===== config.mk =====
export PLATFORM = sky130hd
export DESIGN_NAME = conv_addr_gen
export DESIGN_NICKNAME = d
export VERILOG_FILES = /design/src/rtl/conv_addr_gen_pkg.sv /design/src/rtl/conv_addr_gen_win.sv /design/src/rtl/conv_addr_gen.sv
export SDC_FILE = /design/constraint.sdc
export NUM_CORES = 1
export LEC_CHECK = 0
export CAP_MARGIN = 5
export CORE_MARGIN = 2
export CORE_UTILIZATION = 52
export CTS_BUF_LIST = sky130_fd_sc_hd__clkbuf_8 sky130_fd_sc_hd__clkbuf_16
export CTS_CLUSTER_SIZE = 28
export DETAILED_ROUTE_END_ITERATION = 8
export PLACE_DENSITY = 0.81
export SYNTH_ARGS = -nofsm -noshare
export SYNTH_HDL_FRONTEND = slang
export SYNTH_SLANG_ARGS = --single-unit
export TNS_END_PERCENT = 30

===== constraint.sdc =====
create_clock -name clock -period 5.5 [get_ports clock]
set_input_delay 1.1 -clock clock [delete_from_list [all_inputs] [get_ports clock]]
set_output_delay 1.1 -clock clock [all_outputs]
set_load 0.01 [all_outputs]

===== src/rtl/conv_addr_gen_pkg.sv =====
// Shared constants for the conv address generator: geometry, FSM states and
// instruction word field positions (also used by the instruction decoder).
package conv_addr_gen_pkg;

   localparam int IMG  = 28;
   localparam int FIL  = 3;
   localparam int OUT  = IMG - FIL + 1;
   localparam int M_AW = 10;
   localparam int F_AW = 3;

   localparam int INSTR_W = 32;
   localparam int OPC_W   = 7;
   localparam int FUNC_W  = 2;

   localparam int SRC1_LSB = 22;
   localparam int SRC2_LSB = 19;
   localparam int DEST_LSB = 9;
   localparam int FUNC_LSB = 7;
   localparam int OPC_LSB  = 0;

   typedef enum logic [1:0] {
      IDLE = 2'd0,
      RUN  = 2'd1,
      DONE = 2'd2
   } state_t;

endpackage


===== src/rtl/conv_addr_gen_win.sv =====
// win_counter: row/col raster counter over an N x N output grid, col inner.
module win_counter
   import conv_addr_gen_pkg::*;
#(
   parameter int unsigned N  = OUT,
   parameter int unsigned CW = $clog2(N)
) (
   input  logic          clock,
   input  logic          reset,
   input  logic          clear,
   input  logic          advance,
   output logic [CW-1:0] row,
   output logic [CW-1:0] col,
   output logic          last
);

   localparam logic [CW-1:0] LAST = CW'(N - 1);

   assign last = (row == LAST) && (col == LAST);

   always_ff @(posedge clock or negedge reset) begin
      if (!reset) begin
         row <= '0;
         col <= '0;
      end else if (clear) begin
         row <= '0;
         col <= '0;
      end else if (advance) begin
         if (col == LAST) begin
            col <= '0;
            row <= (row == LAST) ? '0 : row + 1'b1;
         end else begin
            col <= col + 1'b1;
         end
      end
   end

endmodule


===== src/rtl/conv_addr_gen.sv =====
// Generates one conv instruction word per output position of a layer pass,
// with a valid/ready handshake toward the fetch stage.
module conv_addr_gen
   import conv_addr_gen_pkg::*;
#(
   parameter int IMG  = conv_addr_gen_pkg::IMG,
   parameter int FIL  = conv_addr_gen_pkg::FIL,
   parameter int M_AW = conv_addr_gen_pkg::M_AW,
   parameter int F_AW = conv_addr_gen_pkg::F_AW
) (
   input  logic            clock,
   input  logic            reset,
   input  logic            start,
   input  logic            abort,
   input  logic [6:0]      opcode_in,
   input  logic [1:0]      func_in,
   input  logic [M_AW-1:0] img_base,
   input  logic [M_AW-1:0] dst_base,
   input  logic [F_AW-1:0] fil_sel,
   output logic [31:0]     instr_out,
   output logic            out_valid,
   input  logic            out_ready,
   output logic            busy,
   output logic            done,
   output logic [9:0]      issued
);

   localparam int OSIDE = IMG - FIL + 1;
   localparam int RC_W  = $clog2(OSIDE);
   localparam logic [M_AW-1:0] IMG_M = M_AW'(IMG);
   localparam logic [M_AW-1:0] OUT_M = M_AW'(OSIDE);

   state_t            state;
   logic [M_AW-1:0]   img_q, dst_q;
   logic [F_AW-1:0]   fil_q;
   logic [FUNC_W-1:0] func_q;
   logic [OPC_W-1:0]  opc_q;

   logic [RC_W-1:0]   row, col;
   logic              last;
   logic              xfer, advance, clear;
   logic [M_AW-1:0]   row_m, col_m, src1, dest;

   // abort beats a coincident transfer: counters and issued stay put
   assign xfer    = (state == RUN) && out_valid && out_ready;
   assign advance = xfer && !abort;
   assign clear   = (state == IDLE) && start;

   win_counter #(.N(OSIDE), .CW(RC_W)) u_win (
      .clock   (clock),
      .reset   (reset),
      .clear   (clear),
      .advance (advance),
      .row     (row),
      .col     (col),
      .last    (last)
   );

   assign row_m = M_AW'(row);
   assign col_m = M_AW'(col);
   assign src1  = img_q + row_m * IMG_M + col_m;
   assign dest  = dst_q + row_m * OUT_M + col_m;

   always_comb begin
      instr_out = '0;
      instr_out[SRC1_LSB +: M_AW]   = src1;
      instr_out[SRC2_LSB +: F_AW]   = fil_q;
      instr_out[DEST_LSB +: M_AW]   = dest;
      instr_out[FUNC_LSB +: FUNC_W] = func_q;
      instr_out[OPC_LSB  +: OPC_W]  = opc_q;
   end

   always_ff @(posedge clock or negedge reset) begin
      if (!reset) begin
         state     <= IDLE;
         out_valid <= 1'b0;
         busy      <= 1'b0;
         done      <= 1'b0;
         issued    <= '0;
         img_q     <= '0;
         dst_q     <= '0;
         fil_q     <= '0;
         func_q    <= '0;
         opc_q     <= '0;
      end else begin
         done <= 1'b0;
         case (state)
            IDLE: begin
               if (start) begin
                  img_q     <= img_base;
                  dst_q     <= dst_base;
                  fil_q     <= fil_sel;
                  func_q    <= func_in;
                  opc_q     <= opcode_in;
                  issued    <= '0;
                  out_valid <= 1'b1;
                  busy      <= 1'b1;
                  state     <= RUN;
               end
            end
            RUN: begin
               if (abort) begin
                  out_valid <= 1'b0;
                  busy      <= 1'b0;
                  state     <= IDLE;
               end else if (xfer) begin
                  issued <= issued + 1'b1;
                  if (last) begin
                     out_valid <= 1'b0;
                     busy      <= 1'b0;
                     done      <= 1'b1;
                     state     <= DONE;
                  end
               end
            end
            DONE:    state <= IDLE;
            default: state <= IDLE;
         endcase
      end
   end

endmodule


==> impl_metrics.json, run 1 <==
{
  "required_ns": 4.40,
  "async_flop_share_pct": 100,
  "syn-num-nets": 539,
  "grt_use_total_pct": 21.5,
  "hold_violations": 0,
  "grt_overflow": 0,
  "hp-class": "reg2reg",
  "dieHeight_um": 91.8,
  "drive_above_1_share_pct": 6.68,
  "finalCriticalPeriod_ns": 5.29,
  "setup_viol": 0,
  "root_buffer": "clkbuf_8",
  "place_congestion": 0.876,
  "syn_to_final_growth_pct": 27.4,
  "htree_levels": 2,
  "slew_headroom_pct": 50.9,
  "wl_met3_um": 288,
  "routed-wl-met2_um": 4460,
  "cts.clk_slew.worst_paths_ns": 0.11,
  "place_area_um2": 4930,
  "slowest_delay_ns": 0.55,
  "diodes": 0,
  "antenna_found_initial": 0,
  "initial_core_util_pct": 52.7,
  "fin_crit_sh_pct": 96.2,
  "dr_total_vias": 3226,
  "max_freq_mhz": 189,
  "drv_slew": 0,
  "grt_pass1_wl_um": 14800,
  "grt_pass1_vias": 3227,
  "drt-pass1-iter-count": 4,
  "tns_ns": 0,
  "critical-path-top-delay-family": "adder cells",
  "fp.coreArea_um2": 7610,
  "routed_wl_um": 8730,
  "rsz0062_at_grt": "no",
  "synthCells": 435,
  "avgViaCountPerCell": 5.15,
  "cp-end-kind": "primary output",
  "status": "complete, no violations",
  "path_common_cell": "ha_1",
  "die_area_um2": 8430,
  "cts.path.max_buffers": 2,
  "place_ws_ns": 0.347,
  "synth-edff-count": 0,
  "cts_tree": "yes",
  "irDropWorstVdd_mv": 0.353,
  "final_cell_mix": "100 x nand2_1, 80 x clkdlybuf4s50_1, 53 x dfrtp_1",
  "clk_latency_ns": 0.32,
  "met1_length_um": 3910,
  "io_pins": 82,
  "synth_area_um2": 4010,
  "startpoint_type": "flop",
  "crit_chain": "buf_4, fa_1, ha_1, inv_1, fa_1, inv_1, a21oi_1, nor2_1, nor2_1, xnor2_1, ha_1, ha_1, o41ai_1, xnor2_1, clkdlybuf4s50_1",
  "final_common_cell": "nand2_1",
  "yosysSeqAreaShare_pct": 35.0,
  "power.density_nw_per_um2": 728,
  "finalWorstSetupSlack_ns": 0.210,
  "synth_ff_type": "dfrtp_1",
  "ant_nets": 0,
  "grt_max_degree": 57,
  "criticalPathCategory": "reg2out",
  "drc": 0,
  "wl_per_cell_um": 13.9,
  "cpMaxStageDelayCell": "clkdlybuf4s50_1",
  "critPathBufInv": 4,
  "critical_path_arrival_ns": 4.19,
  "design_area_um2": 5100,
  "clock-sinks": 56,
  "maxCapViolCount": 0,
  "avgSynthCellArea_um2": 9.21,
  "synth_cell_type_count": 42,
  "first_iter_violations": 96,
  "dp_cells": 611,
  "fin_skew_ns": 0.0112,
  "finalNonFillerCells": 626,
  "die_w_um": 91.8,
  "fin_nets": 627,
  "synth-seq-cells": 56,
  "worst_pin_slew_ns": 0.737,
  "critical_path.max_fanout": 5,
  "port_buffers": 81,
  "cts_buffers": 5,
  "p_leak_nw": 2.53,
  "highest_layer": "met4",
  "dp_hpwl_um": 6460,
  "ys_warn_count": 0,
  "placementRows": 32
}
-- cell type report --
| cell class | count | area [um2] |
|---|---|---|
| fillers | 600 | 2500 |
| multi-input cells | 326 | 2410 |
| flip-flops and latches | 56 | 1410 |
| repair buffers | 91 | 881 |
| inverters | 43 | 161 |
| well taps | 102 | 128 |
| clock buffers | 5 | 68.8 |
| clock inverters | 3 | 46.3 |
-- sequential cells by signal, summed over array words and instances (netlist names) --
| signal | flops |
|---|---|
| busy | 1 |
| done | 1 |
| dst_q | 10 |
| fil_q | 3 |
| func_q | 2 |
| img_q | 10 |
| issued | 10 |
| opc_q | 7 |
| state | 2 |
| u_win.col | 5 |
| u_win.row | 5 |
-- synthesized netlist by cell type (2+ instances only) --
cell / number / area, um2
a211oi_1: 4 / 30.0
a21o_1: 7 / 52.6
a21oi_1: 15 / 75.1
buf_1: 4 / 15.0
clkbuf_1: 4 / 15.0
dfrtp_1: 56 / 1400
fa_1: 15 / 300
ha_1: 52 / 651
inv_1: 43 / 161
mux2i_1: 2 / 20.0
nand2_1: 100 / 375
nand2b_1: 2 / 12.5
nand3_1: 8 / 40.0
nand3_2: 3 / 30.0
nand4_1: 2 / 12.5
nor2_1: 28 / 105
nor2b_1: 3 / 18.8
nor3_1: 4 / 20.0
nor3b_1: 2 / 15.0
nor4_2: 3 / 37.5
o21ai_0: 9 / 45.0
o21ai_1: 8 / 40.0
o21bai_1: 2 / 15.0
o41ai_1: 4 / 35.0
or3_1: 2 / 12.5
xnor2_1: 32 / 280
xor2_1: 6 / 52.6
-- power breakdown --
group          internal (W)  total, W  switching (W)
combinational       0.00144   0.00276        0.00132
sequential         0.000554  0.000670       0.000116
clock              0.000137  0.000284       0.000147
-- what timing repair did --
item                                    4_1_cts  5_1_grt
gates resized for setup                       1        4
buffers inserted                              0        7
endpoints found under the setup margin        1        3
hold buffers                                  0        0
cloned                                        0        0
-- logic make-up after synthesis --
group | after synthesis | synth area share (%)
buffers and inverters | 53 | 5.09
adders and majority gates | 67 | 23.7
muxes | 2 | 0.500
xor gates and xnor gates | 38 | 8.30
DFF | 56 | 35.0
AOI/OAI and AO/OA | 55 | 8.96
and+or+nand+nor | 164 | 18.5
-- metrics by stage --
stage	utilization, %	hold WS (ns)	power [W]
floorplan	-	0.452	0.00228
global placement	64.8	0.458	0.00331
detailed placement	64.8	0.462	0.00340
CTS	66.3	0.488	0.00369
global route	67.1	0.503	0.00406
finish	67.1	0.482	0.00371
-- per-layer routing --
layer	track usage, %	vias to the layer above
met1	29.1	1565
met2	36.6	50
li1	-	1602
met3	3.37	9
met5	0	-
met4	4.73	0
-- worst register-to-register path, delay by kind of cell (launching register included) --
family	cells	cell delay, ns
DFF	1	0.48
xor gates and xnor gates	1	0.17
AOI/OAI and AO/OA	1	0.46
and+or+nand+nor	3	0.70
-- final timing paths --
path                              start            end  slack [ns]  depth (start not counted)
max                        u_win.row[0]  instr_out[31]        0.21                         15
min                            opc_q[5]       opc_q[5]        0.48                          2
max reg2reg                    state[1]   u_win.row[2]        3.58                          5
min reg2reg                    opc_q[5]       opc_q[5]        0.48                          2
max in group asynchronous         reset   u_win.row[0]        4.06                          2
min in group asynchronous         reset       dst_q[8]        0.89                          2
(Power assumes the default switching activity.)
==> inputs of run 2 (changes only) <==
--- a/config.mk
+++ b/config.mk
@@ -12,6 +12,7 @@
 export CTS_CLUSTER_SIZE = 28
 export DETAILED_ROUTE_END_ITERATION = 8
 export PLACE_DENSITY = 0.81
+export REMOVE_ABC_BUFFERS = 1
 export SYNTH_ARGS = -nofsm -noshare
 export SYNTH_HDL_FRONTEND = slang
 export SYNTH_SLANG_ARGS = --single-unit
==> impl_metrics.json, run 2 (synthesis results as in run 1) <==
{
  "status": "complete, no violations",
  "cpMaxStageDelayCell": "clkdlybuf4s50_1",
  "tns_ns": 0,
  "post_cts_buffers": 0,
  "startpoint_type": "flop",
  "htree_levels": 2,
  "comb_power_share_pct": 74.4,
  "rsz0062_at_grt": "no",
  "grt_busiest_layer": "met2",
  "initial_core_util_pct": 52.7,
  "ant_nets": 0,
  "wl_per_cell_um": 13.6,
  "drv_slew": 0,
  "maxCapViolCount": 0,
  "grtUsageMet2_pct": 37.3,
  "slew_headroom_pct": 52.5,
  "clk_latency_ns": 0.32,
  "diodes": 0,
  "drt-pass1-iter-count": 4,
  "drive_above_1_share_pct": 5.22,
  "reg2reg_from": "state[1]",
  "dr_total_vias": 3195,
  "die_w_um": 91.8,
  "fp.coreArea_um2": 7610,
  "worst_pin_slew_ns": 0.713,
  "clock-sinks": 56,
  "setup_viol": 0,
  "p_leak_nw": 2.48,
  "r2r-end": "issued[8]",
  "seqPwrFrac_pct": 19.2,
  "fin_crit_sh_pct": 96.1,
  "met3_usage_pct": 4.27,
  "cts.clk_slew.worst_paths_ns": 0.10,
  "fin_hold_ws_ns": 0.486,
  "dp_hpwl_um": 6350,
  "grt_max_degree": 57,
  "placementRows": 32,
  "clock_power_share_pct": 6.4,
  "p_int_w": 0.00206,
  "hp-class": "reg2reg",
  "port_buffers": 81,
  "io_pins": 82,
  "fin_skew_ns": 0.00986,
  "finalCriticalPeriod_ns": 5.28,
  "critical-path-top-delay-family": "adder cells",
  "cts_tree": "yes",
  "cts.path.max_buffers": 2,
  "final_cell_mix": "100 x nand2_1, 80 x clkdlybuf4s50_1, 53 x dfrtp_1",
  "drc": 0,
  "grt_use_total_pct": 20.9,
  "critPathBufInv": 1,
  "antenna_found_initial": 0,
  "critical_path.max_fanout": 8,
  "fin_util_pct": 66.1,
  "root_buffer": "clkbuf_8",
  "syn_to_final_growth_pct": 25.4,
  "path_common_cell": "ha_1",
  "holdPathStages": 2,
  "min_to": "opc_q[5]",
  "die_area_um2": 8430,
  "final_common_cell": "nand2_1",
  "required_ns": 4.40,
  "worstHoldStart": "opc_q[5]",
  "fin_nets": 620,
  "reg.largest.list": "dst_q x10, img_q x10, issued x10",
  "criticalPathCategory": "reg2out",
  "use_met1_pct": 26.3,
  "power_switching_w": 0.00154,
  "ff2ff_path_depth": 6,
  "grt_pass1_vias": 3329,
  "irDropWorstVdd_mv": 0.376,
  "cts_buffers": 5,
  "grt_overflow": 0,
  "finalWorstSetupSlack_ns": 0.217,
  "routed_wl_um": 8430,
  "max_freq_mhz": 189,
  "dieHeight_um": 91.8,
  "swShare_pct": 42.8,
  "crit_chain": "ha_1, xor2_1, ha_1, ha_1, a21o_1, a21oi_1, xnor2_1, ha_1, ha_1, o41ai_1, xnor2_1, clkdlybuf4s50_1",
  "power.density_nw_per_um2": 715,
  "place_congestion": 0.839,
  "r2r_slack_ns": 3.41,
  "avgViaCountPerCell": 5.16,
  "first_iter_violations": 100,
  "critical_path_arrival_ns": 4.18,
  "cp-end-kind": "primary output",
  "hold_violations": 0,
  "slowest_delay_ns": 0.55,
  "place_ws_ns": 0.419,
  "grt_pass1_wl_um": 14400
}
run 2: worst max-delay path by stage:
stage                      start  cells past startpoint             to  slack, ns
floorplan                  start                      5      issued[8]       0.71
global placement    u_win.row[1]                     15  instr_out[18]       0.54
detailed placement  u_win.row[1]                     15  instr_out[18]       0.42
CTS                 u_win.row[0]                     15  instr_out[18]       0.05
global route        u_win.row[1]                     15  instr_out[17]       0.03
finish              u_win.row[2]                     12  instr_out[17]       0.22
run 2: power groups by stage:
stage                     clock network (W)  registers [W]  logic (W)
after global placement                    0       0.000689    0.00262
after detailed placement                  0       0.000697    0.00269
after CTS                          0.000238       0.000690    0.00270
after global routing               0.000257       0.000715    0.00298
after floorplan                           0       0.000692    0.00158
final                              0.000230       0.000690    0.00267
run 2: per-stage QoR:
step | total power [W] | area, um2 | instances
floorplan | 0.00227 | 3970 | 425
global placement | 0.00331 | 4930 | 611
detailed placement | 0.00339 | 4930 | 611
CTS | 0.00363 | 5010 | 619
global route | 0.00395 | 5030 | 619
finish | 0.00359 | 5030 | 619
run 2: final cells by class:
type / count / area [um2]
multi-input cells: 326 / 2410
clock buffers: 5 / 68.8
clock inverters: 3 / 20.0
flip-flops and latches: 56 / 1410
repair buffers: 84 / 828
inverters: 43 / 161
fillers: 610 / 2580
well taps: 102 / 128
run 2: repair_timing:
action / CTS / global route
gates resized for setup: 0 / 4
setup endpoints to repair: 0 / 3
endpoints found under the hold margin: 0 / 0
hold buffers: 0 / 0
run 2: worst reg2reg max path, cell delays in order, from the launching register on:
cell,delay [ns]
dfrtp_1,0.48
nor3b_2,0.18
buf_4,0.46
a31oi_2,0.22
nor4_2,0.41
xnor2_1,0.15
nor2_1,0.05
run 2: per-layer routing:
layer | part of all wire, % | wire (um) | vias up
li1 | - | - | 1586
met4 | 0.88 | 74 | 0
met5 | 0 | 0 | -
met2 | 50 | 4190 | 53
met3 | 4.2 | 354 | 6
met1 | 45 | 3810 | 1550
==> inputs of run 3 (changes only) <==
--- a/config.mk
+++ b/config.mk
@@ -5,7 +5,9 @@
 export SDC_FILE = /design/constraint.sdc
 export NUM_CORES = 1
 export LEC_CHECK = 0
+export ABC_CLOCK_PERIOD_IN_PS = 5500
 export CAP_MARGIN = 5
+export CORE_ASPECT_RATIO = 0.75
 export CORE_MARGIN = 2
 export CORE_UTILIZATION = 52
 export CTS_BUF_LIST = sky130_fd_sc_hd__clkbuf_8 sky130_fd_sc_hd__clkbuf_16
==> impl_metrics.json, run 3 (synthesis results as in run 1) <==
{
  "startpoint_type": "flop",
  "critical_path.max_fanout": 7,
  "required_ns": 4.40,
  "io_pins": 82,
  "place_congestion": 0.846,
  "placementRows": 27,
  "maxCapViolCount": 0,
  "drive_above_1_share_pct": 5.60,
  "comb_power_share_pct": 74.9,
  "htree_levels": 2,
  "dieHeight_um": 80.0,
  "holdPathStages": 2,
  "first_iter_violations": 99,
  "swShare_pct": 43.6,
  "critical_path_arrival_ns": 4.17,
  "grtUsageMet2_pct": 35.0,
  "r2r-end": "u_win.col[4]",
  "grt_max_degree": 57,
  "clock-sinks": 56,
  "ff2ff_path_depth": 6,
  "reg.largest.list": "dst_q x10, img_q x10, issued x10",
  "diodes": 0,
  "hp-class": "reg2reg",
  "dp_cells": 610,
  "use_met1_pct": 30.6,
  "setup_viol": 0,
  "syn_to_final_growth_pct": 25.6,
  "max_freq_mhz": 190,
  "dr_total_vias": 3169,
  "irDropWorstVdd_mv": 0.611,
  "power_switching_w": 0.00160,
  "finalNonFillerCells": 619,
  "grt_overflow": 0,
  "regArea_um2": 1410,
  "p_int_w": 0.00206,
  "r2r_slack_ns": 3.37,
  "drv_slew": 0,
  "reg2reg_from": "state[1]",
  "avgViaCountPerCell": 5.12,
  "finalCriticalPeriod_ns": 5.27,
  "grt_busiest_layer": "met2",
  "seqPwrFrac_pct": 18.8,
  "rsz0062_at_grt": "no",
  "cts.path.max_buffers": 2,
  "grt_pass1_vias": 3246,
  "cts_buffers": 5,
  "ant_nets": 0,
  "grt_use_total_pct": 21.8,
  "tns_ns": 0,
  "status": "complete, no violations",
  "final_cell_mix": "100 x nand2_1, 80 x clkdlybuf4s50_1, 53 x dfrtp_1",
  "die_w_um": 105,
  "die_area_um2": 8430,
  "met3_usage_pct": 5.55,
  "min_to": "opc_q[1]",
  "worst_pin_slew_ns": 0.721,
  "wl_per_cell_um": 13.6,
  "p_leak_nw": 2.49,
  "slew_headroom_pct": 51.9,
  "antenna_found_initial": 0,
  "final_common_cell": "nand2_1",
  "power.density_nw_per_um2": 727,
  "root_buffer": "clkbuf_8",
  "criticalPathCategory": "reg2out",
  "fin_crit_sh_pct": 95.8,
  "dp_hpwl_um": 6300,
  "cp-end-kind": "primary output",
  "cts.clk_slew.worst_paths_ns": 0.11,
  "clock_power_share_pct": 6.3,
  "hold_violations": 0,
  "initial_core_util_pct": 54.2,
  "fin_skew_ns": 0.00843,
  "cts_hold_buffers": 0,
  "multi_input_area_um2": 2410,
  "routed_wl_um": 8410,
  "fin_nets": 621,
  "drc": 0,
  "cts_tree": "yes",
  "worstHoldStart": "opc_q[1]",
  "drt-pass1-iter-count": 4,
  "fp.coreArea_um2": 7400,
  "nFillCells": 574,
  "port_buffers": 81,
  "grt_pass1_wl_um": 14900,
  "clk_latency_ns": 0.31
}
-- run 3: cell count changes in the layout (fill, tap and decap cells not counted) --
cell / before / now
buf_4: 3 / 4
clkinv_2: 0 / 1
clkinvlp_4: 1 / 0
inv_1: 44 / 43
inv_6: 0 / 1
-- run 3: repair_timing --
action | 4_1_cts | 5_1_grt
gates resized for setup | 0 | 4
setup buffers | 0 | 1
endpoints found under the setup margin | 0 | 4
-- run 3: power groups by stage --
| stage | combinational [W] | sequential [W] | clock, W |
|---|---|---|---|
| after floorplan | 0.00158 | 0.000692 | 0 |
| after global placement | 0.00264 | 0.000688 | 0 |
| after detailed placement | 0.00271 | 0.000695 | 0 |
| after CTS | 0.00274 | 0.000688 | 0.000242 |
| after global routing | 0.00307 | 0.000711 | 0.000260 |
| final | 0.00274 | 0.000689 | 0.000230 |
-- run 3: critical path, cell delays in order, from the launching register on --
cell             delay [ns]
dfrtp_2                0.47
inv_1                  0.08
ha_1                   0.32
inv_1                  0.07
ha_1                   0.27
ha_1                   0.19
inv_1                  0.06
fa_1                   0.49
inv_1                  0.05
ha_1                   0.27
ha_1                   0.35
o21ai_0                0.18
a21oi_1                0.09
o41ai_2                0.25
xnor2_1                0.17
clkdlybuf4s50_1        0.56
-- run 3: metal layers --
metal | vias to the layer above | part of all wire (%)
li1 | 1587 | -
met1 | 1480 | 49
met2 | 96 | 43
met3 | 6 | 7.5
met4 | 0 | 0.52
met5 | - | 0
-- run 3: cell type report --
type,count,area share (%)
repair buffers,85,16.6
clock inverters,3,0.447
clock buffers,5,1.37
well taps,101,2.51
flip-flops and latches,56,27.9
inverters,43,3.21
multi-input cells,326,48.0
-- run 3: worst max-delay path by stage --
stage | startpoint | end | slack, ns | cells after the start
after detailed placement | u_win.row[1] | instr_out[18] | 0.43 | 15
final | u_win.row[1] | instr_out[18] | 0.23 | 15
after floorplan | start | issued[8] | 0.71 | 5
after global placement | u_win.row[1] | instr_out[18] | 0.53 | 15
after global routing | u_win.row[1] | instr_out[16] | 0.03 | 15
after CTS | u_win.row[1] | instr_out[18] | 0.05 | 15
-- run 3: per-stage QoR --
stage | utilization (%) | instance area, um2 | hold WS [ns] | total power (W) | setup WS [ns]
5_1_grt | 68.1 | 5030 | 0.517 | 0.00404 | 0.0305
6_report | 68.1 | 5030 | 0.487 | 0.00366 | 0.229
3_3_place_gp | 66.6 | 4920 | 0.458 | 0.00332 | 0.531
2_1_floorplan | - | 3970 | 0.452 | 0.00227 | 0.707
3_5_place_dp | 66.6 | 4920 | 0.466 | 0.00341 | 0.434
4_1_cts | 67.8 | 5020 | 0.492 | 0.00367 | 0.0462
